[src/rtl/bank_sram_read_issue.sv]
// Read issue stage: expands one multi-beat request into per-beat, per-bank linear addresses.
// Optional per-ID busy scoreboard is compiled in with `define BANK_READ_ISSUE_SCOREBOARD_EN.
//
// state | meaning
// IDLE  | waiting for a request; req_ack may assert
// ISSUE | presenting beats on addrout until the retire beat is consumed
module bank_sram_read_issue #(
   parameter int NDATA    = 32,
   parameter int NBANK    = 16,
   parameter int ID_BW    = 2,
   parameter int NBEAT_BW = 4,
   parameter int XOR_BW   = 2,
   localparam int CLOG2_NBANK  = $clog2(NBANK),
   localparam int CCLOG2_NBANK = $clog2(CLOG2_NBANK + 1),
   localparam int ABW          = $clog2(NDATA) + CLOG2_NBANK
) (
   input  logic                                   i_clk,
   input  logic                                   i_rst,
   input  logic                                   req_rdy,
   output logic                                   req_ack,
   input  logic [ID_BW-1:0]                       i_id,
   input  logic [ABW-1:0]                         i_base,
   input  logic [ABW-1:0]                         i_stride,
   input  logic [NBEAT_BW-1:0]                    i_nbeat,
   input  logic [XOR_BW-1:0][CLOG2_NBANK-1:0]     i_xor_src,
   input  logic [CCLOG2_NBANK-1:0]                i_xor_swap,
   output logic                                   addrout_rdy,
   input  logic                                   addrout_ack,
   output logic [ID_BW-1:0]                       o_id,
   output logic [NBANK-1:0][ABW-1:0]              o_raddr,
   output logic                                   o_retire,
   output logic [XOR_BW-1:0][CLOG2_NBANK-1:0]     o_xor_src,
   output logic [CCLOG2_NBANK-1:0]                o_xor_swap,
   input  logic                                   free_dval,
   input  logic [ID_BW-1:0]                       i_free_id,
   output logic [2**ID_BW-1:0]                    o_busy
);

   typedef enum logic {IDLE = 1'b0, ISSUE = 1'b1} state_t;

   state_t                state, state_nxt;
   logic [ABW-1:0]        cur, stride;
   logic [NBEAT_BW-1:0]   remain;
   logic                  id_free;
   logic                  beat_adv;

   always_ff @(posedge i_clk or negedge i_rst) begin
      if (!i_rst) state <= IDLE;
      else        state <= state_nxt;
   end

   always_comb begin
      state_nxt = state;
      req_ack   = 1'b0;
      case (state)
         IDLE: begin
            if (req_rdy && id_free) begin
               req_ack   = 1'b1;
               state_nxt = ISSUE;
            end
         end
         ISSUE: begin
            if (addrout_ack && (remain == '0)) state_nxt = IDLE;
         end
         default: state_nxt = IDLE;
      endcase
   end

   assign addrout_rdy = (state == ISSUE);
   assign o_retire    = (state == ISSUE) && (remain == '0);
   assign beat_adv    = (state == ISSUE) && addrout_ack && (remain != '0);

   // o_raddr is its own register so it reads 0 out of reset and holds through IDLE
   always_ff @(posedge i_clk or negedge i_rst) begin
      if (!i_rst) begin
         cur        <= '0;
         remain     <= '0;
         stride     <= '0;
         o_id       <= '0;
         o_xor_src  <= '0;
         o_xor_swap <= '0;
         o_raddr    <= '0;
      end else if (req_ack) begin
         cur        <= i_base;
         remain     <= i_nbeat;
         stride     <= i_stride;
         o_id       <= i_id;
         o_xor_src  <= i_xor_src;
         o_xor_swap <= i_xor_swap;
         for (int j = 0; j < NBANK; j++) o_raddr[j] <= i_base + ABW'(j);
      end else if (beat_adv) begin
         cur    <= cur + stride;
         remain <= remain - 1'b1;
         for (int j = 0; j < NBANK; j++) o_raddr[j] <= cur + stride + ABW'(j);
      end
   end

`ifdef BANK_READ_ISSUE_SCOREBOARD_EN
   logic [2**ID_BW-1:0] busy, busy_nxt;

   // set is applied after clear so a same-cycle collision leaves the ID busy
   always_comb begin
      busy_nxt = busy;
      if (free_dval) busy_nxt[i_free_id] = 1'b0;
      if (req_ack)   busy_nxt[i_id]      = 1'b1;
   end

   always_ff @(posedge i_clk or negedge i_rst) begin
      if (!i_rst) busy <= '0;
      else        busy <= busy_nxt;
   end

   assign id_free = !busy[i_id];
   assign o_busy  = busy;
`else
   logic unused_free;
   assign unused_free = free_dval ^ (^i_free_id);
   assign id_free     = 1'b1;
   assign o_busy      = '0;
`endif

endmodule
[config.mk]
export PLATFORM = sky130hd
export DESIGN_NAME = bank_sram_read_issue
export DESIGN_NICKNAME = d
export VERILOG_FILES = /design/src/rtl/bank_sram_read_issue.sv
export SDC_FILE = /design/constraint.sdc
export NUM_CORES = 1
export LEC_CHECK = 0
export CAP_MARGIN = 20
export CORE_ASPECT_RATIO = 1.75
export CORE_MARGIN = 2
export CORE_UTILIZATION = 52
export CTS_CLUSTER_SIZE = 28
export DETAILED_ROUTE_END_ITERATION = 7
export MAX_ROUTING_LAYER = met4
export PLACE_DENSITY = 0.86
export SLEW_MARGIN = 10
export SYNTH_ARGS = -nofsm -noshare
export SYNTH_HDL_FRONTEND = slang
export SYNTH_SLANG_ARGS = --single-unit
[constraint.sdc]
create_clock -name i_clk -period 7.8 [get_ports i_clk]
set_clock_uncertainty 0.15 [all_clocks]
set_input_delay 1.56 -clock i_clk [delete_from_list [all_inputs] [get_ports i_clk]]
set_output_delay 1.56 -clock i_clk [all_outputs]
set_load 0.02 [all_outputs]
[Yosys cells after proc, flatten, opt, wreduce, memory -nomap -nowiden]
Cells that the tools add are included.
Word-level totals
  register bits: 180
  bits of input ports: 42
  output and inout bits: 164
  logic and storage cells: 74
Operators by class
  add/subtract/negate cells: 32
  muxes and demuxes: 10
  bitwise logic cells: 1
  reduce and logical (&&, ||, !) cells: 7
Operator list (number)
  $mux 144: 2
  $add 9x4->9 const B: 16
  $add 9x3->9 const B: 8
  $add 9x2->9 const B: 4
  $add 9x1->9 const B: 2
  $mux 9: 2
  $add 9x9->9: 1
  $mux 4: 2
  $logic_and 1x1->1: 4
  $logic_not 4->1: 1
  $reduce_bool 4->1: 1
  $sub 4x1->4 const B: 1
  $mux 1: 3
  $pmux 1 s2: 1
  $reduce_bool 2->1: 1
  $not 1->1: 1

[Logic depth before layout (Yosys ltp)]
  word-level depth: 4
  depth in mapped cells: 14
  depth with buffers taken out: 12

[Least setup slack after synthesis]
Ideal clock, no wire load.
  path type: input to register
  from: input req_rdy
  to: register o_raddr[132] in the netlist's numbering
  setup time: 77 ps
  arrival: 3769 ps
  data required time: 7573 ps
  setup slack: 3804 ps
  stages: 12
  path buffers: 2
  path through: nand2b_4 > buf_6 > mux2_2 > or3b_1 > buf_2 > inv_2 > ha_1 > inv_1 > a21oi_1 > nor3_1 > xor2_1 > a21oi_1
Between the ends
  word-level cells in the longest chain between the ends: 3
  elaborated cells between the ends (all ways): 4
  classes of those cells: 3 x mux; 1 x reduce/logical
RTL lines
  start, declared: RTL line 19  | input logic req_rdy,
  $mux 1 (*): RTL line 57  | if (req_rdy && id_free) begin
  $mux 1 (*): RTL line 55  | case (state)
  $mux 144 / $reduce_bool 2->1 (equally long branches)
  end signal, assigned: RTL line 82  | o_raddr <= '0;
  end, declared: RTL line 30  | output logic [NBANK-1:0][ABW-1:0] o_raddr,
Every way passes the cells marked *; elsewhere a longest branch is shown, timed or not.
A chain may end at the register's enable or synchronous reset.

[Final worst setup path]
  from: input req_rdy
  to: output req_ack
Between the ends
  word-level cells in the longest chain between the ends: 2
RTL lines
  $mux 1: RTL line 57
  $mux 1: RTL line 55
  end, declared: RTL line 20  | output logic req_ack,
Every way passes these cells.

==> results.txt <==
worst hold start: o_xor_swap[2]
R2R depth: 8
IO buf count: 198
Slew headroom: 31.80%
status: finished, final reports clean
vias in the first global route: 5894
critical path class: input pin to output pin
post-route minimum period: 5.177 ns
post-detailed-placement half-perimeter wirelength: 12.88 mm
# DRC: 0
post-CTS setup repair buffer count: 0
Hold Crit Endpoint: o_xor_swap[2]
Yosys reg bits: 137
DRT iter0 DRCs: 418
Pins Over Slew Limit: 0
CTS clk-pin slew, worst paths: 0.06 ns
# resized after CTS: 0
GR met2 Demand/Resource: 45.36%
CTS tree: done
first-pass GRT wire length: 30.58 mm
Final Hold Fails: 0
gr usage total: 27.01%
distinct cell type count after synthesis: 49
CP endpoint kind: output pin
worst slew pin tran: 1.020 ns
Final period util: 66.37%
Mapped Cells: 788
post-route ant nets: 0
CTS Sinks: 137
area of the multi-input gates: 3234 µm²
flop-to-flop setup slack: 3.84 ns
Crit path required time: 6.09 ns
IO Pins: 206
Core Rows: 56
vias per cell: 5.287
setup TNS: 0 ns
RSZ-0062 raised after global routing: false
Post-synth top flop: dfrtp_1
worst hold stages: 2
vias after detailed routing: 5906
Hold-fix buffers, CTS: 0
die area: 14810 µm²
Clock Root Buffer: clkbuf_16
max cap viols: 0
Post-Syn Area: 7184 µm²
most frequent cells in the layout: clkdlybuf4s50_1, nand2_1, dfrtp_1
worst hold path type: flop to flop
commonest non-fill, non-tap cell in the layout: clkdlybuf4s50_1
die extent in y: 159.5 µm
Post-synth ARST share: 100.0%
Core Region: 13450 µm²
htree depth: 4
CP Launch Type: input pin
initial antenna violation count: 0
CTS Buffer Depth: 2
GRT Residual Overflow: 0
Die W: 92.86 µm
syn_area_per_cell: 9.117 µm²
final setup fails: 0
routing usage on met3: 5.159%
Seq/Total Area, Yosys: 47.72%
FF+latch area: 3428 µm²
Post-synth EDFFs: 0
final net count: 998
arrival time worst endpoint: 3.47 ns
largest net degree at the start of global routing: 95
ant diodes: 0
GP Congestion: 0.8651
DR WL/cell: 16.72 µm
total iterations of the first detailed-routing run: 5
total wire length: 18.68 mm
Num CTS Buffers: 17
FF-to-FF Start: o_raddr[73]
insertion delay to the later sink of the worst-skew pair: 0.42 ns
Achievable Freq: 0.1932 GHz
layout cells sized above 1: 7.105%
Syn-to-layout area delta: 35.04%
reg2reg end: o_raddr[143]
Filler cells: 987
met1 Track Usage GR: 30.63%
Synth Warn #: 0
Max FO, Critical Path: 37
global route hottest layer: met2
initial core utilization: 53.40%
==> synth_stat cells (2+ instances only) <==
cell type	count	area [µm²]
buf_6	2	22.52
o21ai_1	12	60.06
buf_1	3	11.26
nor3_2	9	90.09
xor2_1	21	183.9
mux2i_1	5	50.05
inv_1	17	63.81
nor3_1	33	165.2
o21ai_0	43	215.2
dfrtp_1	137	3428
a211oi_1	2	15.01
a21oi_1	74	370.4
nand2_1	153	574.3
ha_1	25	312.8
nor2_1	59	221.5
a31oi_1	6	37.54
clkbuf_1	32	120.1
buf_4	38	285.3
xnor2_1	55	481.7
a21o_1	11	82.58
nor3b_1	2	15.01
mux2_2	4	45.04
o21a_1	4	30.03
buf_2	13	65.06
nand3_1	2	10.01
o211ai_1	3	22.52
==> state kept, by name (all words and copies together) (netlist names) <==
signal / flops
remain: 4
cur: 6
o_xor_src: 8
o_raddr: 104
o_xor_swap: 3
o_id: 2
stride: 9
addrout_rdy: 1
==> cell type report <==
cell class / count / share of cell area [%]
sequential: 137 / 35.34
clock inverter: 13 / 2.308
clock buffer: 19 / 4.565
multi-input combinational: 547 / 33.34
inverter: 19 / 0.7867
tap: 174 / 2.244
timing repair buffer: 208 / 21.42
==> kinds of logic after synthesis <==
logic type,Yosys count,share of synthesized area (%)
other,1,0.05220
and+or+nand+nor,271,16.61
xor gates and xnor gates,76,9.265
adders and majority gates,26,4.633
AOI/OAI and AO/OA,161,12.31
muxes,9,1.324
buffers and inverters,107,8.081
DFF,137,47.72
==> layer usage <==
layer  wire (µm)  part of all wire [%]
met1        7184                    38
met5           0                     0
met3         913                   4.9
met4         675                   3.6
met2        9901                    53
==> through the flow <==
stage | setup WS [ns] | std cells | utilization [%] | hold WS, ns | instance area (µm²)
floorplan | 3.804 | 791 | - | 0.2997 | 7196
global placement | 2.210 | 1083 | 66.90 | 0.3001 | 9000
detailed placement | 2.340 | 1084 | 66.96 | 0.3119 | 9007
CTS | 2.624 | 1116 | 71.91 | 0.3261 | 9674
global route | 2.487 | 1117 | 72.12 | 0.3535 | 9702
finish | 2.623 | 1117 | 72.12 | 0.3225 | 9702
==> critical path, cell delays in order <==
cell             delay [ns]
clkdlybuf4s50_1        0.54
nand2b_4               0.32
inv_6                  0.35
clkdlybuf4s50_1        0.67
==> worst max path at each step <==
stage	from	endpoint	depth (start not counted)
2_1_floorplan	req_rdy	o_raddr[132]	12
3_3_place_gp	req_rdy	o_raddr[44]	9
3_5_place_dp	req_rdy	o_raddr[132]	12
4_1_cts	req_rdy	req_ack	4
5_1_grt	req_rdy	o_raddr[141]	13
6_report	req_rdy	req_ack	4
Power is not shown: default switching activity piles up to over one toggle a cycle in this logic, so the estimate is an artifact.
==> patch, RTL diff (same settings) <==
`XOR_BW`: 2 -> 4.
--- a/src/rtl/bank_sram_read_issue.sv
+++ b/src/rtl/bank_sram_read_issue.sv
@@ -9,7 +9,7 @@
    parameter int NBANK    = 16,
    parameter int ID_BW    = 2,
    parameter int NBEAT_BW = 4,
-   parameter int XOR_BW   = 2,
+   parameter int XOR_BW   = 4,
    localparam int CLOG2_NBANK  = $clog2(NBANK),
    localparam int CCLOG2_NBANK = $clog2(CLOG2_NBANK + 1),
    localparam int ABW          = $clog2(NDATA) + CLOG2_NBANK
Ports: changed (resized i_xor_src and o_xor_src); port bits go from 206 to 222. The function was not compared with the original's and may differ.
==> patch against the original RTL <==
Critical path depth stayed put; design area is 3.2% higher; register-to-register slack better by 50 ps; sequential cell count is 8 higher; largest cell class unchanged; area after synthesis is 4.3% higher; critical path type unchanged; wire length is 7.1% higher; global-route usage is 0.82 points higher; setup slack worse by 41 ps; count of clock-buffer cells in the layout is 2 higher.
Power is not shown: default switching activity piles up to over one toggle a cycle in this logic, so the estimate is an artifact.
==> patch: results (changes against the original RTL) <==
Cell types with the highest counts after synthesis: sky130_fd_sc_hd__nand2_1 (178), sky130_fd_sc_hd__dfrtp_1 (145), sky130_fd_sc_hd__a21oi_1 (73)
Launching point of the worst reg2reg path: addrout_rdy$_DFF_PN0_
Post-synthesis share of cell area spent on full adders, half adders and majority gates: 4.44% (-0.19 points)
GP Congestion: 0.818 (-5.5%)
Global Route met3 Usage: 4.07% (-1.1 points)
Slew at the pin with the worst max-slew slack: 960 ps (-59.4 ps)
Worst stage delay on the critical path: 740 ps (+70 ps)
Post-synthesis mux area share: 1.65% (+0.33 points)
Met2 wire length: 11.0 mm (+12%)
Via count of the first global-routing pass: 6247 (+6.0%)
Parity-gate share of the synthesized area counting xor and xnor cells: 8.88% (-0.39 points)
Crit-path max FO: 45 (+22%)
Met1 wire length: 7.32 mm (+1.9%)
Port Buffers: 214 (+8.1%)
Routed length on met3: 869 um (-4.8%)
Global Route met2 Usage: 48.0% (+2.6 points)
Routed length per placed instance: 17.0 um (+2.0%)
Largest registers: o_raddr: 102 flops, o_xor_src: 16 flops, stride: 9 flops
Via density: 5.32 (+0.64%)
DP HPWL: 13.9 mm (+7.9%)
Post-synthesis compound-gate area fraction: 11.9% (-0.39 points)
Startpoint of the worst hold path: o_xor_src[8]$_DFFE_PN0P_
Post-synthesis sequential area ratio: 48.4% (+0.69 points)
Number of nets at the end of the flow: 1056 (+5.8%)
Met1 track demand over resource in global routing: 31.5% (+0.87 points)
Overall track demand over capacity in global routing: 27.8% (+0.82 points)
Arrival time reported for the critical path endpoint: 3510 ps (+40 ps)
Synth top area cells: sky130_fd_sc_hd__dfrtp_1 (48%), sky130_fd_sc_hd__nand2_1 (8.9%), sky130_fd_sc_hd__xnor2_1 (6.4%), sky130_fd_sc_hd__a21oi_1 (4.9%), sky130_fd_sc_hd__buf_4 (4.2%)
Number of iterations in the first detailed-routing pass: 5 (unchanged)
Status: finished, final reports clean
Maximum number of pins on one net before global-route repair: 94 (-1.1%)
Share of final-layout standard cells stronger than drive strength 1: 6.14% (-0.96 points)
Highest metal layer with signal wires: met4
First-pass GRT wire length: 32.1 mm (+4.9%)
Violation count after the first detailed-routing iteration: 465 (+11%)
Post-CTS setup repair buffer count: 0 (unchanged)
## patch: path summary, 6_finish.rpt
kind,endpoint,slack (ps),cells past startpoint
worst max-delay path,req_ack,2580,4
max in group asynchronous,o_raddr[92]$_DFFE_PN0P_,5080,2
min in group asynchronous,o_raddr[140]$_DFFE_PN0P_,980,1
worst max register to register,o_raddr[123]$_DFFE_PN0P_,3890,11
worst min-delay path,o_xor_src[8]$_DFFE_PN0P_,320,2
worst min register to register,o_xor_src[8]$_DFFE_PN0P_,320,2
## patch: per-stage QoR
step           worst slack, ps  cells  cell area [um^2]  hold slack, ps
2_1_floorplan             3580    828              7510             300
3_3_place_gp              2350   1140              9470             307
3_5_place_dp              2310   1141              9470             311
4_1_cts                   2560   1173             10000             326
5_1_grt                   2450   1173             10000             355
6_report                  2580   1173             10000             324
## patch: layout make-up
class,instances,area [um^2]
clock buffer,21,460
inverter,19,73.8
tap,180,225
multi-input combinational,574,3330
fill,1119,4210
timing repair buffer,223,2210
sequential,145,3630
clock inverter,11,81.3
